<file path="config.mk">
export PLATFORM = sky130hd
export DESIGN_NAME = wb_stream_reader_ctrl
export DESIGN_NICKNAME = d
export VERILOG_FILES = /design/src/rtl/wb_stream_reader_ctrl.sv
export SDC_FILE = /design/constraint.sdc
export NUM_CORES = 1
export LEC_CHECK = 0
export BUFFER_PORTS_ARGS = -buffer_cell sky130_fd_sc_hd__buf_2
export CORE_MARGIN = 8
export CORE_UTILIZATION = 50
export DETAILED_ROUTE_END_ITERATION = 10
export PLACE_DENSITY_LB_ADDON = 0.12
export SETUP_SLACK_MARGIN = 0.1
export SYNTH_ARGS = -nofsm -noshare
export SYNTH_HDL_FRONTEND = slang
export SYNTH_SLANG_ARGS = --single-unit
</file>
<file path="constraint.sdc">
create_clock -name wb_clk_i -period 7.7 [get_ports wb_clk_i]
set_input_delay 0.385 -clock wb_clk_i [delete_from_list [all_inputs] [get_ports wb_clk_i]]
set_output_delay 0.385 -clock wb_clk_i [all_outputs]
set_load 0.01 [all_outputs]
</file>
<file path="src/rtl/wb_stream_reader_ctrl.sv">
// Wishbone burst-write DMA master: drains a FWFT stream FIFO into a linear
// memory buffer using incrementing bursts of at most burst_size words.
module wb_stream_reader_ctrl #(
  parameter int WB_AW   = 32,
  parameter int WB_DW   = 32,
  parameter int FIFO_AW = 9
) (
  input  logic               wb_clk_i,
  input  logic               wb_rst_n_i,
  input  logic               enable,
  input  logic [WB_AW-1:0]   start_adr,
  input  logic [WB_AW-1:0]   buf_size,
  input  logic [WB_AW-1:0]   burst_size,
  output logic               busy,
  output logic [WB_DW-1:0]   tx_cnt,
  output logic               err,
  input  logic [WB_DW-1:0]   fifo_d,
  input  logic [FIFO_AW:0]   fifo_cnt,
  output logic               fifo_rd,
  output logic [WB_AW-1:0]   wbm_adr_o,
  output logic [WB_DW-1:0]   wbm_dat_o,
  output logic [WB_DW/8-1:0] wbm_sel_o,
  output logic               wbm_we_o,
  output logic               wbm_cyc_o,
  output logic               wbm_stb_o,
  output logic [2:0]         wbm_cti_o,
  output logic [1:0]         wbm_bte_o,
  input  logic               wbm_ack_i,
  input  logic               wbm_err_i
);

  typedef enum logic [1:0] {
    ST_IDLE  = 2'd0,
    ST_WAIT  = 2'd1,
    ST_BURST = 2'd2
  } state_t;

  state_t           state_q, state_d;
  logic [WB_AW-1:0] adr_q, adr_d;
  logic [WB_AW-1:0] buf_size_q, buf_size_d;
  logic [WB_AW-1:0] burst_q, burst_d;
  logic [WB_AW-1:0] beat_q, beat_d;
  logic [WB_DW-1:0] tx_cnt_q, tx_cnt_d;
  logic             err_q, err_d;

  logic [WB_AW-1:0] remaining;
  logic [WB_AW-1:0] blen;
  logic [WB_AW-1:0] fifo_avail;

  assign remaining  = buf_size_q - WB_AW'(tx_cnt_q);
  assign blen       = (burst_q < remaining) ? burst_q : remaining;
  assign fifo_avail = WB_AW'(fifo_cnt);

  always_ff @(posedge wb_clk_i or negedge wb_rst_n_i) begin
    if (!wb_rst_n_i) begin
      state_q    <= ST_IDLE;
      adr_q      <= '0;
      buf_size_q <= '0;
      burst_q    <= '0;
      beat_q     <= '0;
      tx_cnt_q   <= '0;
      err_q      <= 1'b0;
    end else begin
      state_q    <= state_d;
      adr_q      <= adr_d;
      buf_size_q <= buf_size_d;
      burst_q    <= burst_d;
      beat_q     <= beat_d;
      tx_cnt_q   <= tx_cnt_d;
      err_q      <= err_d;
    end
  end

  always_comb begin
    state_d    = state_q;
    adr_d      = adr_q;
    buf_size_d = buf_size_q;
    burst_d    = burst_q;
    beat_d     = beat_q;
    tx_cnt_d   = tx_cnt_q;
    err_d      = 1'b0;
    wbm_cyc_o  = 1'b0;
    wbm_stb_o  = 1'b0;
    wbm_we_o   = 1'b0;
    wbm_cti_o  = 3'b000;
    fifo_rd    = 1'b0;

    unique case (state_q)
      ST_IDLE: begin
        if (enable && (buf_size != '0)) begin
          adr_d      = start_adr & ~WB_AW'(3);
          buf_size_d = buf_size;
          // A zero burst length would never make progress; run single beats instead.
          burst_d    = (burst_size == '0) ? WB_AW'(1) : burst_size;
          tx_cnt_d   = '0;
          state_d    = ST_WAIT;
        end
      end
      ST_WAIT: begin
        if (fifo_avail >= blen) begin
          beat_d  = blen;
          state_d = ST_BURST;
        end
      end
      ST_BURST: begin
        wbm_cyc_o = 1'b1;
        wbm_stb_o = 1'b1;
        wbm_we_o  = 1'b1;
        wbm_cti_o = (beat_q == WB_AW'(1)) ? 3'b111 : 3'b010;
        // Error takes priority over a simultaneous ack: that beat is neither counted nor popped.
        if (wbm_err_i) begin
          err_d   = 1'b1;
          state_d = ST_IDLE;
        end else if (wbm_ack_i) begin
          fifo_rd  = 1'b1;
          tx_cnt_d = tx_cnt_q + WB_DW'(1);
          adr_d    = adr_q + WB_AW'(4);
          beat_d   = beat_q - WB_AW'(1);
          if (beat_q == WB_AW'(1)) begin
            state_d = (WB_AW'(tx_cnt_d) == buf_size_q) ? ST_IDLE : ST_WAIT;
          end
        end
      end
      default: state_d = ST_IDLE;
    endcase
  end

  assign busy      = (state_q != ST_IDLE);
  assign tx_cnt    = tx_cnt_q;
  assign err       = err_q;
  assign wbm_adr_o = adr_q;
  assign wbm_dat_o = fifo_d;
  assign wbm_sel_o = '1;
  assign wbm_bte_o = 2'b00;

endmodule

</file>
; ---- Yosys cells after proc, flatten, opt, wreduce, memory -nomap -nowiden
; Cells that the tools add are included.
[op_classes]
add_sub_neg = 4
multipliers = 0
div_mod_pow = 0
n_lt_le_gt_ge = 2
n_eq_ne = 10
shifts = 0
n_mux = 29
bitwise = 0
reduce_logical = 11
[ops]
columns = op, count
row1 = $mux 32, 11
row2 = $pmux 32 s2, 3
row3 = $add 32x1->32 const B, 1
row4 = $add 32x3->32 const B, 1
row5 = $eq 32x1->1 const B, 1
row6 = $eq 32x32->1, 1
row7 = $ge 10x32->1, 1
row8 = $logic_not 32->1, 1
row9 = $lt 32x32->1, 1
row10 = $reduce_bool 32->1, 1
row11 = $sub 32x1->32 const B, 1
row12 = $sub 32x32->32, 1
row13 = $reduce_and 4->1, 3
row14 = $mux 2, 5
row15 = $ne 2x2->1 const B, 4
row16 = $mux 1, 7
row17 = $mux 3, 2
row18 = $ne 3x3->1 const B, 2
row19 = $pmux 2 s3, 1
row20 = $reduce_bool 2->1, 3
row21 = $eq 2x1->1 const B, 1
row22 = $eq 2x2->1 const B, 1
row23 = $logic_not 2->1, 1
row24 = $reduce_and 2->1, 1
row25 = $logic_and 1x1->1, 1
[word_totals]
ff_bits = 163
latchBits = 0
mem_bits_rw = 0
romBits = 0
out_inout_bits = 111
wordCells = 63
n_memories = 0

; ---- Depth between registers and ports, before layout
; Gate-level depths: netlist of the first run.
[depth]
word_depth = 7
depth_mapped = 34

; ---- Worst setup path after synthesis of the first run
; No wires, ideal clock.
[synth_timing]
path_type = register to register
from = reg tx_cnt_q[18] (netlist: tx_cnt[18])
to = reg beat_q[16]
setup_ns = 0.120
t_arrival_ns = 6.546
required_time_ns = 7.580
slack_ns = 1.034
stages_incl_launch_ff = 34
n_path_buf = 6
period_less_slack_ns = 6.666
cell_sequence = dfrtp_1 -> clkbuf_1 -> inv_1 -> ha_1 -> buf_2 -> nand4_2 -> or3_4 -> nand2b_4 -> a2111oi_4 -> a211oi_1 -> and2_1 -> or2_2 -> ha_1 -> a21oi_1 -> o21ai_0 -> a221oi_1 -> o31ai_1 -> a21oi_1 -> clkbuf_1 -> clkbuf_1 -> a21oi_1 -> ha_1 -> a21o_1 -> a21o_1 -> a21oi_1 -> nor2_1 -> a31oi_1 -> nor4b_1 -> nor3_1 -> a2111o_1 -> or3_1 -> buf_6 -> buf_6 -> a31o_1
[synth_via]
elab_chain_cells = 6
elab_cells_between_ends = 8
classes_between = add/sub (1) / order compare (2) / eq/ne (1) / mux (3) / reduce/logical (1)
[synth_lines]
columns = element, line
row1 = start: declaration, 43  ; logic [WB_DW-1:0] tx_cnt_q, tx_cnt_d;
row2 = start signal: assignment, 69  ; tx_cnt_q <= tx_cnt_d;
row3 = $sub 32x32->32 *, 50  ; assign remaining = buf_size_q - WB_AW'(tx_cnt_q);
row4 = $lt 32x32->1, 51  ; assign blen = (burst_q < remaining) ? burst_q : remaining;
row5 = $mux 32 *, 51
row6 = $ge 10x32->1, 100  ; if (fifo_avail >= blen) begin
row7 = $ne 2x2->1 (no line), n/a
row8 = $reduce_and 4->1 (no line), n/a
row9 = end signal: assignment, 68  ; beat_q <= beat_d;
row10 = end: declaration, 42  ; logic [WB_AW-1:0] beat_q, beat_d;
; Every way passes the cells marked *; elsewhere a longest branch is shown, timed or not. The select of a mux whose other input is x is not followed.
; A chain may end at the register's enable or synchronous reset.

; ---- Worst setup path after layout of the first run
[layout_timing]
from = reg tx_cnt_q[0] (netlist: tx_cnt[0])
to = reg beat_q[5]
; The elaborated chain is that of the path after synthesis.

==> impl_metrics.ini, run 1 <==
[global_routing]
grtUsageMet3 = 0.04748
met1_usage = 0.3192
grt_pass1_vias = 11100
grtUsageTotal = 0.2412
grt_pass1_wl_microns = 59270
antenna_found_initial = 0
busiest_layer = met2
overflow = 0
grt_max_degree = 102
grt_use_met2 = 0.3909

[timing]
worst_pin_slew_ns = 0.9636
finalCritPeriodShare = 0.9340
period_needed_ns = 7.192
setup_violations = 0
setup_slack_ns = 0.5082
max_freq_ghz = 0.1390
fin_skew_ns = 0.01274
hold_violations = 0
relSlewSlack = 0.3576
drv_slew = 0
rsz0062_at_grt = false
fin_setup_tns_ns = 0

[floorplan]
design.portCount = 254
start_util = 0.5082
die_w_microns = 173.2
rows = 57
coreArea_sq_um = 24320
die_h_microns = 173.2
dieArea_sq_um = 30000

[placed_design]
dpl.cell_count = 1880
dp_slack_ns = 0.4273
io_buffers = 179
gp_congestion = 0.9347
hpwl_microns = 28640

[power_and_ir_drop]
clkPwrFrac = 0.324
cellPowerDensity_nw_per_um2 = 192.2
ir_drop_v = 0.0001211
switchingPower_mw = 0.9411
comb_power_share = 0.306
cellLeakagePower_nw = 6.277
seq_power_share = 0.370
sw_frac_of_total = 0.3543
intPower_mw = 1.715
finalPower_mw = 2.656

[clock_network]
clk_latency_ns = 0.43
hold_buffers = 0
clock_path_buffers = 2
cts.sinks = 161
h-tree-depth = 4
cts_resized = 0
tritoncts = done
clkTransAtPathRegs_ns = 0.07
cts_buffers = 17
clockRootBuffer = clkbuf_16
cts_setup_buffers = 0

[final_layout]
syn2layout_area_growth_pct = 11.82
seq_area_sq_um = 4029
finalCoreUtilization = 0.5682
instances_no_fill = 1911
drive_gt1_frac = 0.2043
final_nets = 1795
fillCellCount = 2223
multi_input_area_sq_um = 7567

[logic_synthesis]
syn_area_sq_um = 12360
synth-async-reset-ratio = 1.000
synth_edf_count = 0
synth.avg_cell_area_sq_um = 8.459
synthCells = 1461
ys_seq_area_frac = 0.3260
ys_warn_count = 0
ys.flop_type = dfrtp_1
ys_ff_latch = 161
yosys.cell_types.count = 86

[drt]
dr.pass1.iters = 5
wl_microns = 37670
vias_per_cell = 6.073
wl_per_cell_microns = 19.71
detail-route-antenna-nets = 0
via_count = 11610
route.detailed.drc = 0
first_iter_violations = 1044

[worst_setup_path]
crit_required_ns = 8.01
reg2reg_depth = 28
crit_arrival_ns = 7.50
crit_path_start = tx_cnt[0]
critPathCaptureType = flip-flop
crit_buf_inv = 2
crit_family = compound AO/OA/AOI/OAI gates
slowest_delay_ns = 0.49
rrSetupSlack_ns = 0.51
cp_max_fo = 25
cp_slowest_cell = a2111oi_4
crit_type = reg2reg
r2r_start = tx_cnt[0]
timing.rr.end = beat_q[5]
startpoint_type = flip-flop

[status]
outcome = finished, final reports clean

[worst_hold_path]
hold_path.class = in2async

[flow_run]
maxCapViolCount = 0
==> flip-flops by register name, summed over array words and instances (netlist names) <==
name	count
buf_size_q	32
tx_cnt	32
err	1
wbm_adr_o	30
state_q	2
beat_q	32
burst_q	32
==> how the worst max path moves through the flow <==
stage | endpoint | cells past startpoint
floorplan | beat_q[16] | 33
global placement | beat_q[8] | 28
detailed placement | beat_q[5] | 28
CTS | beat_q[8] | 28
global route | beat_q[5] | 30
finish | beat_q[5] | 28
==> cells by family (layout without fill, tap and decap cells) <==
logic type                 count (synthesis)  count (layout)  share of synthesized area
buffers and inverters                    163             282                    0.06480
other                                      2               9                  0.0006077
DFF                                      161             161                     0.3260
AOI/OAI and AO/OA                        395             395                     0.2020
muxes                                     64              64                    0.05822
and+or+nand+nor                          528             528                     0.2195
xor gates and xnor gates                  71              71                    0.05032
adders and majority gates                 77              77                    0.07857
==> power groups by stage <==
| stage | registers, mW | logic [mW] | clock network, mW |
|---|---|---|---|
| 2_1_floorplan | 0.982 | 0.558 | 0 |
| 3_3_place_gp | 0.993 | 0.783 | 0 |
| 3_5_place_dp | 0.996 | 0.797 | 0 |
| 4_1_cts | 0.980 | 0.802 | 0.878 |
| 5_1_grt | 0.990 | 0.899 | 0.914 |
| 6_report | 0.982 | 0.813 | 0.861 |
==> area by class of cell <==
class / instances / share of cell area
antenna: 1 / 0.0001811
clock buffer: 17 / 0.03079
multi-input combinational: 1143 / 0.5476
sequential: 161 / 0.2916
clock inverter: 13 / 0.01105
tap: 324 / 0.02934
inverter: 57 / 0.01548
timing repair buffer: 195 / 0.07398
==> placed cells by master (no fill, tap or decap), types with 6 or more instances in the layout <==
cell type and n:
or4_1 10, nand2b_1 12, o211ai_1 7, buf_2 178
a21o_1 20, a21oi_1 126, conb_1 8, nor3_1 47
or3_1 23, and3_1 18, a211oi_1 6, nand4_1 39
or2_2 7, and4_1 8, nand3_1 46, o21ai_1 6
xnor2_1 38, nor4_1 35, o22ai_1 17, clkbuf_16 17
ha_1 76, o31ai_1 6, mux2_2 63, dfrtp_1 161
xor2_1 33, nor4b_1 6, inv_1 56, and2_1 9
o21ai_0 109, nand2_1 134, o21a_1 7, a31o_1 15
nor2_1 105, a31oi_1 9, buf_4 16
==> metal layers <==
layer  vias to the layer above  part of all wire
met1                      5553              0.45
met5                         -                 0
li1                       5575                 -
met3                        58             0.060
met4                         0             0.023
met2                       419              0.46
==> through the flow <==
stage          area, sq um  hold slack, ns
2_1_floorplan        12380         0.08941
3_3_place_gp         13220          0.4648
3_5_place_dp         13220          0.4633
4_1_cts              13800          0.1012
5_1_grt              13820          0.1243
6_report             13820         0.03134
==> synthesized netlist by cell type (all sizes together) (9+ instances only) <==
master	instances	area share
dfrtp	161	0.33
nand2	135	0.041
a21oi	131	0.054
o21ai	115	0.047
nor2	107	0.033
ha	76	0.077
mux2	63	0.057
clkbuf	57	0.017
inv	57	0.017
buf	49	0.030
nor3	48	0.020
nand3	46	0.019
nand4	40	0.021
xnor2	38	0.027
nor4	35	0.018
xor2	33	0.023
or3	24	0.013
a21o	20	0.012
a31o	20	0.014
and3	18	0.0091
o22ai	17	0.0086
nand2b	13	0.0072
a31oi	11	0.0061
or4	10	0.0061
and2	9	0.0046
and4	9	0.0065
Note: power is estimated with default switching activity, not from simulation.
==> inputs of run 2 (changes only) <==
--- a/config.mk
+++ b/config.mk
@@ -5,12 +5,14 @@
 export SDC_FILE = /design/constraint.sdc
 export NUM_CORES = 1
 export LEC_CHECK = 0
+export ABC_AREA = 1
 export BUFFER_PORTS_ARGS = -buffer_cell sky130_fd_sc_hd__buf_2
 export CORE_MARGIN = 8
 export CORE_UTILIZATION = 50
 export DETAILED_ROUTE_END_ITERATION = 10
 export PLACE_DENSITY_LB_ADDON = 0.12
 export SETUP_SLACK_MARGIN = 0.1
+export SLEW_MARGIN = 30
 export SYNTH_ARGS = -nofsm -noshare
 export SYNTH_HDL_FRONTEND = slang
 export SYNTH_SLANG_ARGS = --single-unit
==> impl_metrics.ini, run 2 <==
[logic_synthesis]
ys_ff_latch = 161
syn_area_sq_um = 13220
ys.flop_type = dfrtp_1
ys_seq_area_frac = 0.3048
synth.most_common_cell = nand2_1
synthCells = 2014
synth.avg_cell_area_sq_um = 6.563
yosysTopAreaCellShare = 0.3048
ys_warn_count = 0
synth_top_area_cell = dfrtp_1
synth_edf_count = 0
synth_top_cells_by_count = nand2_1 (677), inv_1 (210), nor2_1 (196)
yosys.cell_types.count = 49
synth-async-reset-ratio = 1.000
synthTopCellsByArea = dfrtp_1 (30%), nand2_1 (19%), ha_1 (7.2%), inv_1 (6.0%), nor2_1 (5.6%)

[worst_hold_path]
hold_path.class = in2async

[drt]
wl_per_cell_microns = 16.79
vias_per_cell = 5.358
first_iter_violations = 1114
via_count = 13270
route.detailed.drc = 0
wl_microns = 41590
detail-route-antenna-nets = 0
dr.pass1.iters = 6

[final_layout]
layout_common_cells = nand2_1 (677), inv_1 (210), nor2_1 (195)
syn2layout_area_growth_pct = 11.07
drive_gt1_frac = 0.1200
mostFrequentLayoutCell = nand2_1
antenna_cells = 0
final_nets = 2351
instances_no_fill = 2477
fin_area_sq_um = 14680
fillCellCount = 2646

[worst_setup_path]
slowest_delay_ns = 0.48
cp_slowest_cell = dfrtp_1
crit_required_ns = 8.02
cp_num_cells = 37
path_common_cell = nand2_1
crit_arrival_ns = 6.86
crit_buf_inv = 3
r2r_start = tx_cnt[0]
timing.rr.end = beat_q[26]
critPathCaptureType = flip-flop
crit_type = reg2reg
rrSetupSlack_ns = 1.16
crit_family = simple AND/OR/NAND/NOR gates
reg2reg_depth = 37
startpoint_type = flip-flop
cp_max_fo = 35

[floorplan]
die_h_microns = 178.6
rows = 59
design.portCount = 254
die_w_microns = 178.6
dieArea_sq_um = 31890
coreArea_sq_um = 25980
start_util = 0.5087

[clock_network]
clockRootBuffer = clkbuf_16
tritoncts = done
hold_buffers = 0
cts_buffers = 17
clkTransAtPathRegs_ns = 0.07
clock_path_buffers = 2
cts_resized = 0
clk_latency_ns = 0.44
cts.sinks = 161
h-tree-depth = 4
cts_setup_buffers = 0

[global_routing]
antenna_found_initial = 0
grt_pass1_wl_microns = 66140
overflow = 0
grtUsageTotal = 0.2620
grt_pass1_vias = 12670
grt_max_degree = 97

[power_and_ir_drop]
ir_drop_v = 0.0003132
cellLeakagePower_nw = 7.635
cellPowerDensity_nw_per_um2 = 521.8

[placed_design]
dpl.cell_count = 2447
io_buffers = 179
gp_congestion = 0.9254
hpwl_microns = 32240
placed_area_sq_um = 14090

[timing]
fin_skew_ns = 0.01625
rsz0062_at_grt = false
relSlewSlack = 0.4464
fin_setup_tns_ns = 0
setup_violations = 0
drv_slew = 0
finalCritPeriodShare = 0.8491
hold_violations = 0
period_needed_ns = 6.538
worst_pin_slew_ns = 0.8304
max_freq_ghz = 0.1529

[flow_run]
maxCapViolCount = 0

[status]
outcome = finished, final reports clean
## run 2: cell type report
cell class	instances	area, sq um	area share
clock buffers	19	432.9	0.02949
clock inverters	11	155.1	0.01057
inverters	218	820.8	0.05591
multi-input cells	1544	7836	0.5338
flip-flops and latches	161	4029	0.2744
well taps	335	419.2	0.02855
repair buffers	189	987.2	0.06725
## run 2: stage by stage
| step | utilization | setup WS (ns) | power, mW | hold slack [ns] |
|---|---|---|---|---|
| 3_5_place_dp | 0.5421 | 1.184 | 6.707 | 0.4824 |
| 5_1_grt | 0.5650 | 0.4683 | 8.496 | 0.09193 |
| 4_1_cts | 0.5647 | 1.149 | 7.636 | 0.09313 |
| 6_report | 0.5650 | 1.162 | 7.660 | 0.01934 |
| 2_1_floorplan | - | 2.701 | 5.287 | 0.08941 |
| 3_3_place_gp | 0.5416 | 1.260 | 6.595 | 0.4754 |
## run 2: kinds of logic (layout without fill, tap and decap cells)
family / count (synthesis) / in the layout / synth area share
AOI/OAI and AO/OA: 269 / 269 / 0.1138
xor gates and xnor gates: 70 / 70 / 0.04743
adders and majority gates: 77 / 77 / 0.07346
buffers and inverters: 315 / 437 / 0.1054
DFF: 161 / 161 / 0.3048
muxes: 1 / 1 / 0.0007573
other: 2 / 8 / 0.0005682
and+or+nand+nor: 1119 / 1119 / 0.3538
## run 2: power by group
group	internal [mW]	leakage [nW]	total (mW)	switching, mW
Sequential	1.18	2.04	1.55	0.374
Clock	0.511	0.273	0.903	0.392
Combinational	1.78	5.33	5.21	3.42
Total	3.47	7.64	7.66	4.19
## run 2: worst max-delay path by stage
stage | endpoint | start | slack, ns
floorplan | beat_q[16] | tx_cnt[0] | 2.70
global placement | beat_q[26] | tx_cnt[0] | 1.26
detailed placement | beat_q[26] | tx_cnt[0] | 1.18
CTS | beat_q[26] | tx_cnt[0] | 1.15
global route | beat_q[13] | tx_cnt[0] | 0.47
finish | beat_q[26] | tx_cnt[0] | 1.16
## run 2: per-layer routing
layer  GRT usage  part of all wire  vias to the layer above  routed length [microns]
met1      0.3382              0.44                     6081                    18130
met2      0.4432              0.48                      421                    19810
li1            -                 -                     6710                        -
met3     0.04234             0.065                       59                     2722
met4     0.07888             0.022                        0                      935
met5           0                 0                        -                        0
